[config.mk]
export PLATFORM = sky130hd
export DESIGN_NAME = prio_encoder_rr
export DESIGN_NICKNAME = d
export VERILOG_FILES = /design/src/rtl/prio_encoder_rr.sv
export SDC_FILE = /design/constraint.sdc
export NUM_CORES = 1
export LEC_CHECK = 0
export ABC_AREA = 0
export CORE_AREA = 2 2 39 41
export DETAILED_ROUTE_END_ITERATION = 6
export DIE_AREA = 0 0 41 43
export GPL_TIMING_DRIVEN = 1
export SYNTH_ARGS = -nofsm -noshare
export SYNTH_HDL_FRONTEND = slang
export SYNTH_SLANG_ARGS = --single-unit
[constraint.sdc]
create_clock -name clk -period 2.5 [get_ports clk]
set_input_delay 0.5 -clock clk [delete_from_list [all_inputs] [get_ports clk]]
set_output_delay 0.5 -clock clk [all_outputs]
set_load 0.01 [all_outputs]
[src/rtl/prio_encoder_rr.sv]
// Purpose     : N-to-log2(N) request encoder, fixed-priority (highest index) or round-robin.
// Latency     : 1 cycle from accept to out_valid; 1 result per cycle when out_ready is held high.
// Backpressure: in_ready = !out_valid || out_ready; a held result stays frozen while stalled.
//
// Ports:
//   clk, rst_n           clock, asynchronous active-low reset
//   in_valid / in_ready  request handshake; req is sampled only on accept
//   req[N-1:0]           request word, bit k = input k
//   out_valid/out_ready  result handshake
//   code[W-1:0]          winning index
//   none / multi         accepted req was all-zero / had two or more bits set
module prio_encoder_rr #(
    parameter int N    = 8,
    parameter int W    = $clog2(N),
    parameter int MODE = 0
) (
    input  logic         clk,
    input  logic         rst_n,
    input  logic         in_valid,
    output logic         in_ready,
    input  logic [N-1:0] req,
    output logic         out_valid,
    input  logic         out_ready,
    output logic [W-1:0] code,
    output logic         none,
    output logic         multi
);

    logic         out_valid_q, out_valid_d;
    logic [W-1:0] code_q, code_d;
    logic         none_q, none_d;
    logic         multi_q, multi_d;
    logic [W-1:0] ptr_q, ptr_d;

    logic         accept;
    logic         any_req;
    logic [W-1:0] win;
    logic [W-1:0] fix_win;   // highest set index
    logic [W-1:0] hi_win;    // lowest set index at or above ptr
    logic         hi_found;
    logic [W-1:0] lo_win;    // lowest set index overall (used when the search wraps)

    assign in_ready = !out_valid_q || out_ready;
    assign accept   = in_valid && in_ready;
    assign any_req  = |req;

    // Round-robin search ptr..N-1 then 0..ptr-1 is split into two scans: the lowest
    // set bit at/above ptr, else the lowest set bit overall. Avoids a modulo index.
    always_comb begin
        fix_win  = '0;
        hi_win   = '0;
        hi_found = 1'b0;
        lo_win   = '0;
        for (int k = 0; k < N; k++) begin
            if (req[k]) begin
                fix_win = W'(k);
            end
        end
        for (int k = N - 1; k >= 0; k--) begin
            if (req[k]) begin
                lo_win = W'(k);
                if (k >= int'(ptr_q)) begin
                    hi_win   = W'(k);
                    hi_found = 1'b1;
                end
            end
        end
    end

    assign win = (MODE == 0) ? fix_win : (hi_found ? hi_win : lo_win);

    always_comb begin
        out_valid_d = out_valid_q;
        code_d      = code_q;
        none_d      = none_q;
        multi_d     = multi_q;
        ptr_d       = ptr_q;
        if (accept) begin
            out_valid_d = 1'b1;
            code_d      = win;
            none_d      = !any_req;
            // Clearing the lowest set bit leaves something only if two or more were set.
            multi_d     = |(req & (req - N'(1)));
            // Pointer wraps at N, not 2^W, so non-power-of-two N stays in range.
            if (MODE != 0 && any_req) begin
                ptr_d = (win == W'(N - 1)) ? '0 : win + W'(1);
            end
        end else if (out_ready) begin
            out_valid_d = 1'b0;
        end
    end

    always_ff @(posedge clk or negedge rst_n) begin
        if (!rst_n) begin
            out_valid_q <= 1'b0;
            code_q      <= '0;
            none_q      <= 1'b0;
            multi_q     <= 1'b0;
            ptr_q       <= '0;
        end else begin
            out_valid_q <= out_valid_d;
            code_q      <= code_d;
            none_q      <= none_d;
            multi_q     <= multi_d;
            ptr_q       <= ptr_d;
        end
    end

    assign out_valid = out_valid_q;
    assign code      = code_q;
    assign none      = none_q;
    assign multi     = multi_q;

endmodule

# Word level (Yosys, flattened, before mapping)
# Cells that the tools add are included.
dict set report word_totals {
  in_bits 12
  out_inout_bits 7
  register_bits 6
  wordCells 22
}
dict set report op_classes {
  muxes 9
  add_sub_neg 1
  bitwise_logic 1
  reduce_logical 7
}
# cell count
set op_table {}
lappend op_table {{$reduce_or 8->1} 2}
lappend op_table {{$mux 3} 5}
lappend op_table {{$and 8x8->8} 1}
lappend op_table {{$sub 8x1->8 const B} 1}
lappend op_table {{$mux 1} 3}
lappend op_table {{$logic_not 1->1} 2}
lappend op_table {{$mux 2} 1}
lappend op_table {{$reduce_bool 2->1} 1}
lappend op_table {{$logic_and 1x1->1} 1}
lappend op_table {{$logic_or 1x1->1} 1}

# Depth between registers and ports, before layout
# Gate-level depths: netlist of the first run.
dict set report depth {
  depth_word 7
  depth_mapped 4
  ltp_nobuf 4
}

# Least setup slack after synthesis of the first run
# OpenSTA, ideal clock, no wires.
dict set report synth_path {
  kind {input to register}
  start {input req[0]}
  end {register multi_q, in the netlist multi}
  setup_ns 0.125
  cell_stages 4
  slack_ns 1.042
  required_ns 2.375
  arrival_time_ns 1.333
  path_buffers 0
  cell_sequence {maj3_1 -> o21ai_0 -> o221ai_1 -> mux2_2}
}
dict set report synth_via {
  elab_chain_len 3
}
# item line_no
set synth_lines {}
lappend synth_lines {{start: declaration} 21} ;# input logic [N-1:0] req,
lappend synth_lines {{$sub 8x1->8} 83} ;# multi_d = |(req & (req - N'(1)));
lappend synth_lines {{$and 8x8->8 *} 83}
lappend synth_lines {{$reduce_or 8->1 *} 83}
lappend synth_lines {{end signal: assignment} 104} ;# multi_q <= multi_d;
lappend synth_lines {{end: declaration} 32} ;# logic multi_q, multi_d;
# Every way passes the cells marked *; elsewhere a longest branch is shown, timed or not.
# A chain may end at the register's enable or synchronous reset.

# Worst setup path after layout of the first run
dict set report layout_path {
  start {input out_ready}
  end {output in_ready}
}
dict set report layout_via {
  elab_chain_len 1
}
# item line_no
set layout_lines {}
lappend layout_lines {{start: declaration} 23} ;# input logic out_ready,
lappend layout_lines {{$logic_or 1x1->1} 43} ;# assign in_ready = !out_valid_q || out_ready;
lappend layout_lines {{end: declaration} 20} ;# output logic in_ready,
# Every way passes these cells.

==> impl_summary.md, run 1 <==
Status
The run finished with clean final reports.

Place
The number of cells in the design after placement is 69. Buffers placed on the I/O ports in this run total 18. The total placed instance area is approximately 530 sq um. The post-DP HPWL is 575.2 um.

At the placement stage, the worst setup path has a slack of between 0.3 and 0.4 ns. The weighted congestion reported at the end of routability-driven placement is 0.5867.

Detailed routing
The initial detailed-routing violation count is 10. The first detailed-routing pass took 2 iterations. The detailed-route vias per instance is 4.708. After detailed routing, the average wire length per cell comes to 10.06 um. The number of nets still failing antenna checks after routing is 0.

The final routed wirelength across all metal layers is 724 um. After detailed routing, the number of remaining DRC violations is 0. The total vias in the final route is around 340.

Flow run
Max-cap violations in this run came to 0.

Cells and area
Of the cells placed in the final design, the portion with a size suffix greater than 1 is 12.50%. After the flow finishes, the layout carries non-filler instances totaling 72. The final net count is 70. The number of fill cells is 150. The count of antenna diodes in the layout is 0. The relative area change from synthesis to final layout is 68.20%. The final non-filler cell area is 549.3 sq um.

GRT
The number of antenna violations at the first check in global routing is 0. The combined global-route utilization of all metal layers is 9.759%. The wire length of the first global-routing pass is around 1100 um. The number of global-route vias before repair is 266.

After global routing the overflow that remains totals 0. The maximum number of pins on one net before global-route repair is 9.

Synth
The part of the Yosys area used for sequential elements is a little under half. By area the synthesized netlist is led by sky130_fd_sc_hd__dfrtp_1 (46%), sky130_fd_sc_hd__nand2_1 (5.7%), sky130_fd_sc_hd__nand2b_1 (5.7%), sky130_fd_sc_hd__a21oi_1 (4.6%), sky130_fd_sc_hd__o21ai_1 (4.6%). The library cell with the largest summed area after synthesis is sky130_fd_sc_hd__dfrtp_1.

The synthesized instance count is 35. The flip-flop and latch count after synthesis is 6. In this run, distinct cell masters in the synthesized netlist total 17. The area share of the leading cell type in the synthesized netlist is 45.98%. The Yosys warning count is 0. Each instance of the synthesized netlist takes up on average 9.330 sq um.

Summing every instance area after synthesis gives 326.6 sq um. The synthesized netlist net count is 47.

Clocking
After clock tree synthesis, the flow added hold-fix buffers numbering 0. The number of H-tree branching levels is 1. The root cell of the clock tree is sky130_fd_sc_hd__clkbuf_4.

The maximum root-to-sink buffer count is 2. Buffers added to address setup during post-CTS repair amount to 0. The CTS tree is done. The total number of clock tree sinks is 6. Gates resized during post-CTS repair numbered 0.

The CTS clock-pin slew for the worst setup and hold paths is 0.04 ns. The number of clock buffers added by TritonCTS is 3. The later pin in the worst-skew pair is clocked with a latency of 0.24 ns.

Timing
The number of hold-slack violations in the final timing report is 0. For this run, the top clock speed supported by timing is ~0.46 GHz. Setup violations remaining at the end of the flow were counted as 0. The worst path in the final design needs a cycle of 2.160 ns, including I/O delays and setup.

For the pin with the worst max-slew slack, the measured transition is 0.2959 ns. The worst path uses 86.41% of the clock period. The final setup skew is 0.0004910 ns. Setup total negative slack on the finished layout was measured at 0 ns. The max-slew violation total from the final report came to 0.

Setup repair after global routing left no endpoint under its margin. Measured against its own limit, the worst slew margin works out to 80.11%. After layout, the worst setup slack is 0.3397 ns.

Critical path
Data on the critical path is required at its endpoint by 2.00 ns. STA classifies the critical path endpoint as an output pin. The startpoint kind of the worst setup timing path is an input port. The path type of the worst setup path is in2out. The largest driver fanout on the critical path is 4.

Data arrives at the worst endpoint at between 1.5 and 2 ns.

Floorplanning
In this run the core area contains 14 standard-cell rows. The initial utilization of the core area, before any placement, comes to 23.60%. The total die area is about 1800 sq um. In this run the standard cell core region covers 1384 sq um. The width of the die is just over 40 um.

The height of the die is 43 um. 19 I/O pins were placed.

Pwr
The final total power is 265.0 uW. VDD sags by at most 122.2 uV. For this design the ratio of total power to cell area is 482.5 nW/um^2. The cell leakage power is 0.0002058 uW.

Worst hold path
The worst hold path class is reg2reg.
[state kept, by name, summed over array words and instances, names as in the netlist]
name,flops
none,1
multi,1
out_valid,1
code,3
[synth_stat cells]
cell / n
sky130_fd_sc_hd__a211oi_1: 2
sky130_fd_sc_hd__a21oi_1: 3
sky130_fd_sc_hd__dfrtp_1: 6
sky130_fd_sc_hd__inv_1: 1
sky130_fd_sc_hd__maj3_1: 1
sky130_fd_sc_hd__mux2_2: 1
sky130_fd_sc_hd__nand2_1: 5
sky130_fd_sc_hd__nand2b_1: 3
sky130_fd_sc_hd__nor2_1: 2
sky130_fd_sc_hd__nor2_2: 1
sky130_fd_sc_hd__nor3_1: 2
sky130_fd_sc_hd__nor4_2: 1
sky130_fd_sc_hd__o21ai_0: 1
sky130_fd_sc_hd__o21ai_1: 3
sky130_fd_sc_hd__o21bai_1: 1
sky130_fd_sc_hd__o221ai_1: 1
sky130_fd_sc_hd__or3_4: 1
[cell usage in the layout, fill, tap and decap left out, types with 2 or more instances in the layout]
cell type,instances
sky130_fd_sc_hd__nor2_1,2
sky130_fd_sc_hd__nand2b_1,3
sky130_fd_sc_hd__a211oi_1,2
sky130_fd_sc_hd__clkdlybuf4s50_1,18
sky130_fd_sc_hd__clkbuf_4,3
sky130_fd_sc_hd__a21oi_1,3
sky130_fd_sc_hd__nand2_1,5
sky130_fd_sc_hd__nor3_1,2
sky130_fd_sc_hd__o21ai_1,3
sky130_fd_sc_hd__dfrtp_1,6
[where the power goes]
part,total (uW),leakage (uW),switching [uW],internal (uW)
logic,68.2,0.000125,27.9,40.3
clock network,87.7,0.0000138,33.5,54.2
registers,109,0.0000669,3.74,105
[worst max-delay path, stage by stage]
cell                              delay [ns]
sky130_fd_sc_hd__clkdlybuf4s50_1        0.44
sky130_fd_sc_hd__nand2b_1               0.16
sky130_fd_sc_hd__clkdlybuf4s50_1        0.55
[layout make-up]
type                    count  area (sq um)  share of cell area, %
clock buffers               3         22.52                  4.100
multi-input cells          28         172.7                  31.44
flip-flops and latches      6         150.1                  27.33
inverters                   1         3.754                 0.6834
repair buffers             18         180.2                  32.80
well taps                  16         20.02                  3.645
[per-layer routing]
layer	global-route usage (%)	part of all wire, %	vias up
met1	11.33	45	143
met2	11.88	36	19
met5	0	0	-
li1	-	-	173
met3	1.571	14	4
met4	14.00	4.3	0
[path summary, 6_finish.rpt]
| kind | from | to | slack [ns] | depth (start not counted) |
|---|---|---|---|---|
| min in group asynchronous | rst_n | none$_DFFE_PN0P_ | 0.50 | 1 |
| min reg2reg | none$_DFFE_PN0P_ | none$_DFFE_PN0P_ | 0.48 | 2 |
| max reg2reg | out_valid$_DFFE_PN0P_ | multi$_DFFE_PN0P_ | 1.35 | 3 |
| max in group asynchronous | rst_n | out_valid$_DFFE_PN0P_ | 1.79 | 1 |
| max | out_ready | in_ready | 0.34 | 3 |
| min | none$_DFFE_PN0P_ | none$_DFFE_PN0P_ | 0.48 | 2 |
[metrics by stage]
stage	hold WS, ns	utilization [%]
2_1_floorplan	0.2044	-
3_3_place_gp	0.4664	38.07
3_5_place_dp	0.4768	38.07
4_1_cts	0.4867	39.69
5_1_grt	0.5098	39.69
6_report	0.4794	39.69
[cell families (layout without fill, tap and decap cells)]
group                      count (synthesis)  in the layout  synth area share [%]
and+or+nand+nor                           15             15                 26.06
AOI/OAI and AO/OA                         11             11                 20.30
DFF                                        6              6                 45.98
adders and majority gates                  1              1                 3.065
muxes                                      1              1                 3.448
buffers and inverters                      1             22                 1.148
(Power assumes the default switching activity.)
==> run 2: changes to the inputs <==
- GPL_ROUTABILITY_DRIVEN: default -> 0
- clock period: 2.5 -> 1.9 ns (I/O delays scaled with it)
==> run 2 against run 1 <==
Net effect: sequential cell count unchanged; worst setup slack worse by 0.055 ns; clock power grew 32%; highest routed layer unchanged; sequential share of layout area fell by 1.2 points; critical path depth up 2; first-iteration DRC count shrank 70%; final area grew 4.6%; largest cell class unchanged; sequential power increased by 31%; die area did not move; final cell count grew 4.2%.
==> impl_summary.md, run 2 (synthesized netlist as in run 1, its figures left out) <==
Timing
The max-slew violation total from the final report is 0 (unchanged). The final setup skew came to 0.005616 ns (+0.005125 ns). The setup-violating endpoint count in the final report came to 0 (unchanged).

Setup repair after global routing left no endpoint under its margin. The worst slew margin relative to its limit was 81.39% (+1.3 points). After layout, the minimum clock period comes to 1.615 ns. The portion of the clock cycle consumed by the worst path in the final layout is 85.02%. The number of hold-slack violations in the final timing report is 0 (unchanged). The aggregate negative setup slack is 0 ns (unchanged). The peak clock frequency supported by timing is 0.6190 GHz. The transition time at the pin with the least slew margin is 0.2783 ns (-0.01762 ns).

Worst hold path
The min-delay analysis places its worst path in the category in2async.

Clocking
The quantity of gates resized following cts was 0 (unchanged). The root cell of the clock tree is sky130_fd_sc_hd__clkbuf_4. The total number of clock tree sinks is 6 (unchanged). The clock latency of the later-clocked register in the worst-skew pair is 0.24 ns (about the same).

The number of hold buffers added after cts came to 0 (unchanged). The number of H-tree branching levels is 1 (unchanged). The maximum root-to-sink buffer count is 2 (unchanged). The number of buffers inserted by post-CTS setup repair is 0 (unchanged). The CTS clock-pin slew for the worst setup and hold paths is 0.05 ns (about the same). The CTS tree is done.

The TritonCTS buffer count is 3 (unchanged).

Detailed routing
The initial detailed-routing violation count is 3 (-7). The detailed-router iteration count before antenna repair was 4 (+2). The final routed wirelength across all metal layers is 765 um (+5.7%). The detailed-route vias per instance came to 4.533 (-3.7%). The number of nets still failing antenna checks after routing is 0 (unchanged). The total vias in the final route is 340 (+0.29%).

The average wire per standard cell is 10.20 um (+1.4%). The detailed-route DRC error count was 0 (unchanged).

Critical path
The type of destination of the critical path is a flop. STA classifies the critical path startpoint as an input port. The required time of the worst setup path is 2.03 ns (+0.03 ns). Traced cell by cell, the critical path runs through clkdlybuf4s50_1, or3_4, nor2_2, o221ai_1, mux2_2. The slowest stage of the critical path is the sky130_fd_sc_hd__clkdlybuf4s50_1 cell.

The delay of the slowest cell on the worst path was 0.46 ns (-0.09 ns). The arrival time at the worst endpoint is 1.74 ns (+0.08 ns). The critical path in this run is classified as in2reg.

The largest driver fanout on the critical path is 4 (unchanged).

Status
The flow ran to the end, and the final reports show no timing, DRC or antenna violations.

GRT
The number of global-route vias before repair came to 315 (+18%). The number of antenna violations at the first check in global routing was 0 (unchanged). The combined global-route utilization of all metal layers is 10.57% (+0.82 points). The overall overflow remaining after global route is 0 (unchanged). The wire length of the first global-routing pass came to 1248 um (+18%). The maximum number of pins on one net before global-route repair is 8 (-1).

Flow run
The max-cap violation count is 0 (unchanged).

Cells and area
The share of cells above drive strength 1 is 16.95% (+4.4 points). The most common cell after layout, fill and taps aside is sky130_fd_sc_hd__clkdlybuf4s50_1. The final net count is 73 (+4.3%). The count of antenna diodes in the layout is 0 (unchanged). Compared with the post-synthesis result, the final layout area differs by 75.86%.

The flip-flop count of the largest register after layout is 3 (unchanged). The final non-filler cell area is 574.3 sq um (+4.6%). The number of fill cells is 148 (-1.3%). In the layout the commonest cells are sky130_fd_sc_hd__clkdlybuf4s50_1 (17), sky130_fd_sc_hd__dfrtp_1 (6), sky130_fd_sc_hd__nand2_1 (5).

Floorplanning
The top-level I/O count is 19 (unchanged). The height of the die is 43 um (unchanged). The row count is 14 (unchanged). The area of the core region is 1384 sq um (unchanged). The width of the die was 41 um (unchanged). The total die area is 1763 sq um (unchanged). The effective utilization at floorplan is 23.60% (unchanged).

Pwr
The peak supply drop is 219.7 uV (+80%). The power density normalized to cell area came to 615.8 nW/um^2 (+28%). The cell leakage power was 0.0002262 uW (+9.9%).

Place
The total placed instance area is 549.3 sq um (+4.3%). The number of I/O port buffers is 18 (unchanged). The post-DP HPWL is 635.3 um (+10%).
-- run 2: cell types whose count changed in the layout (fill, tap and decap cells not counted) --
| cell | before | now |
|---|---|---|
| sky130_fd_sc_hd__buf_4 | 0 | 3 |
| sky130_fd_sc_hd__clkdlybuf4s50_1 | 18 | 17 |
| sky130_fd_sc_hd__dlymetal6s2s_1 | 0 | 1 |
-- run 2: stage by stage --
stage | total power, uW | util [%] | cells | setup slack (ns) | hold WS [ns]
2_1_floorplan | 175.9 | - | 35 | 0.5623 | 0.08441
3_3_place_gp | 240.9 | 39.69 | 72 | 0.03328 | 0.4671
3_5_place_dp | 241.1 | 39.69 | 72 | 0.03320 | 0.4760
4_1_cts | 359.6 | 41.32 | 75 | 0.04146 | 0.3916
5_1_grt | 376.0 | 41.50 | 75 | 0.2143 | 0.4097
6_report | 353.7 | 41.50 | 75 | 0.2846 | 0.3782
-- run 2: final cells by class --
type                    count  area [sq um]  share of cell area (%)
repair buffers             21         205.2                   35.73
well taps                  16         20.02                   3.486
multi-input cells          28         172.7                   30.07
inverters                   1         3.754                  0.6536
clock buffers               3         22.52                   3.922
flip-flops and latches      6         150.1                   26.14
-- run 2: final timing paths --
check | start | to | slack [ns] | cells past startpoint
max | req[2] | multi$_DFFE_PN0P_ | 0.28 | 5
min in group clk | code[2]$_DFFE_PN0P_ | code[2]$_DFFE_PN0P_ | 0.48 | 2
max reg2reg | out_valid$_DFFE_PN0P_ | code[0]$_DFFE_PN0P_ | 0.78 | 6
max in group asynchronous | rst_n | code[0]$_DFFE_PN0P_ | 1.30 | 1
min reg2reg | code[2]$_DFFE_PN0P_ | code[2]$_DFFE_PN0P_ | 0.48 | 2
min | rst_n | none$_DFFE_PN0P_ | 0.38 | 1
-- run 2: routing by layer --
| metal | vias up | GRT usage [%] | routed length, um | part of all wire (%) |
|---|---|---|---|---|
| met3 | 2 | 4.188 | 122 | 16 |
| met2 | 19 | 14.06 | 287 | 38 |
| met4 | 0 | 6.000 | 16 | 2.1 |
| li1 | 180 | - | - | - |
| met1 | 139 | 13.96 | 339 | 44 |
| met5 | - | 0 | 0 | 0 |
-- run 2: worst max-delay path, delay by kind of cell --
kind	cells	cell delay, ns
AO/OA/AOI/OAI	1	0.11
buffers and inverters	1	0.46
multiplexers	1	0.27
AND/OR/NAND/NOR	2	0.52
-- run 2: report_power, final --
part / internal [uW] / leakage (uW) / switching, uW
sequential: 139 / 0.0000669 / 4.70
combinational: 56.8 / 0.000146 / 37.9
clock: 71.3 / 0.0000138 / 44.2
==> run 3: changes to the inputs <==
- CAP_MARGIN: default -> 20
==> results of run 3 <==
Final layout, timing and power as in run 2 (identical DEF).
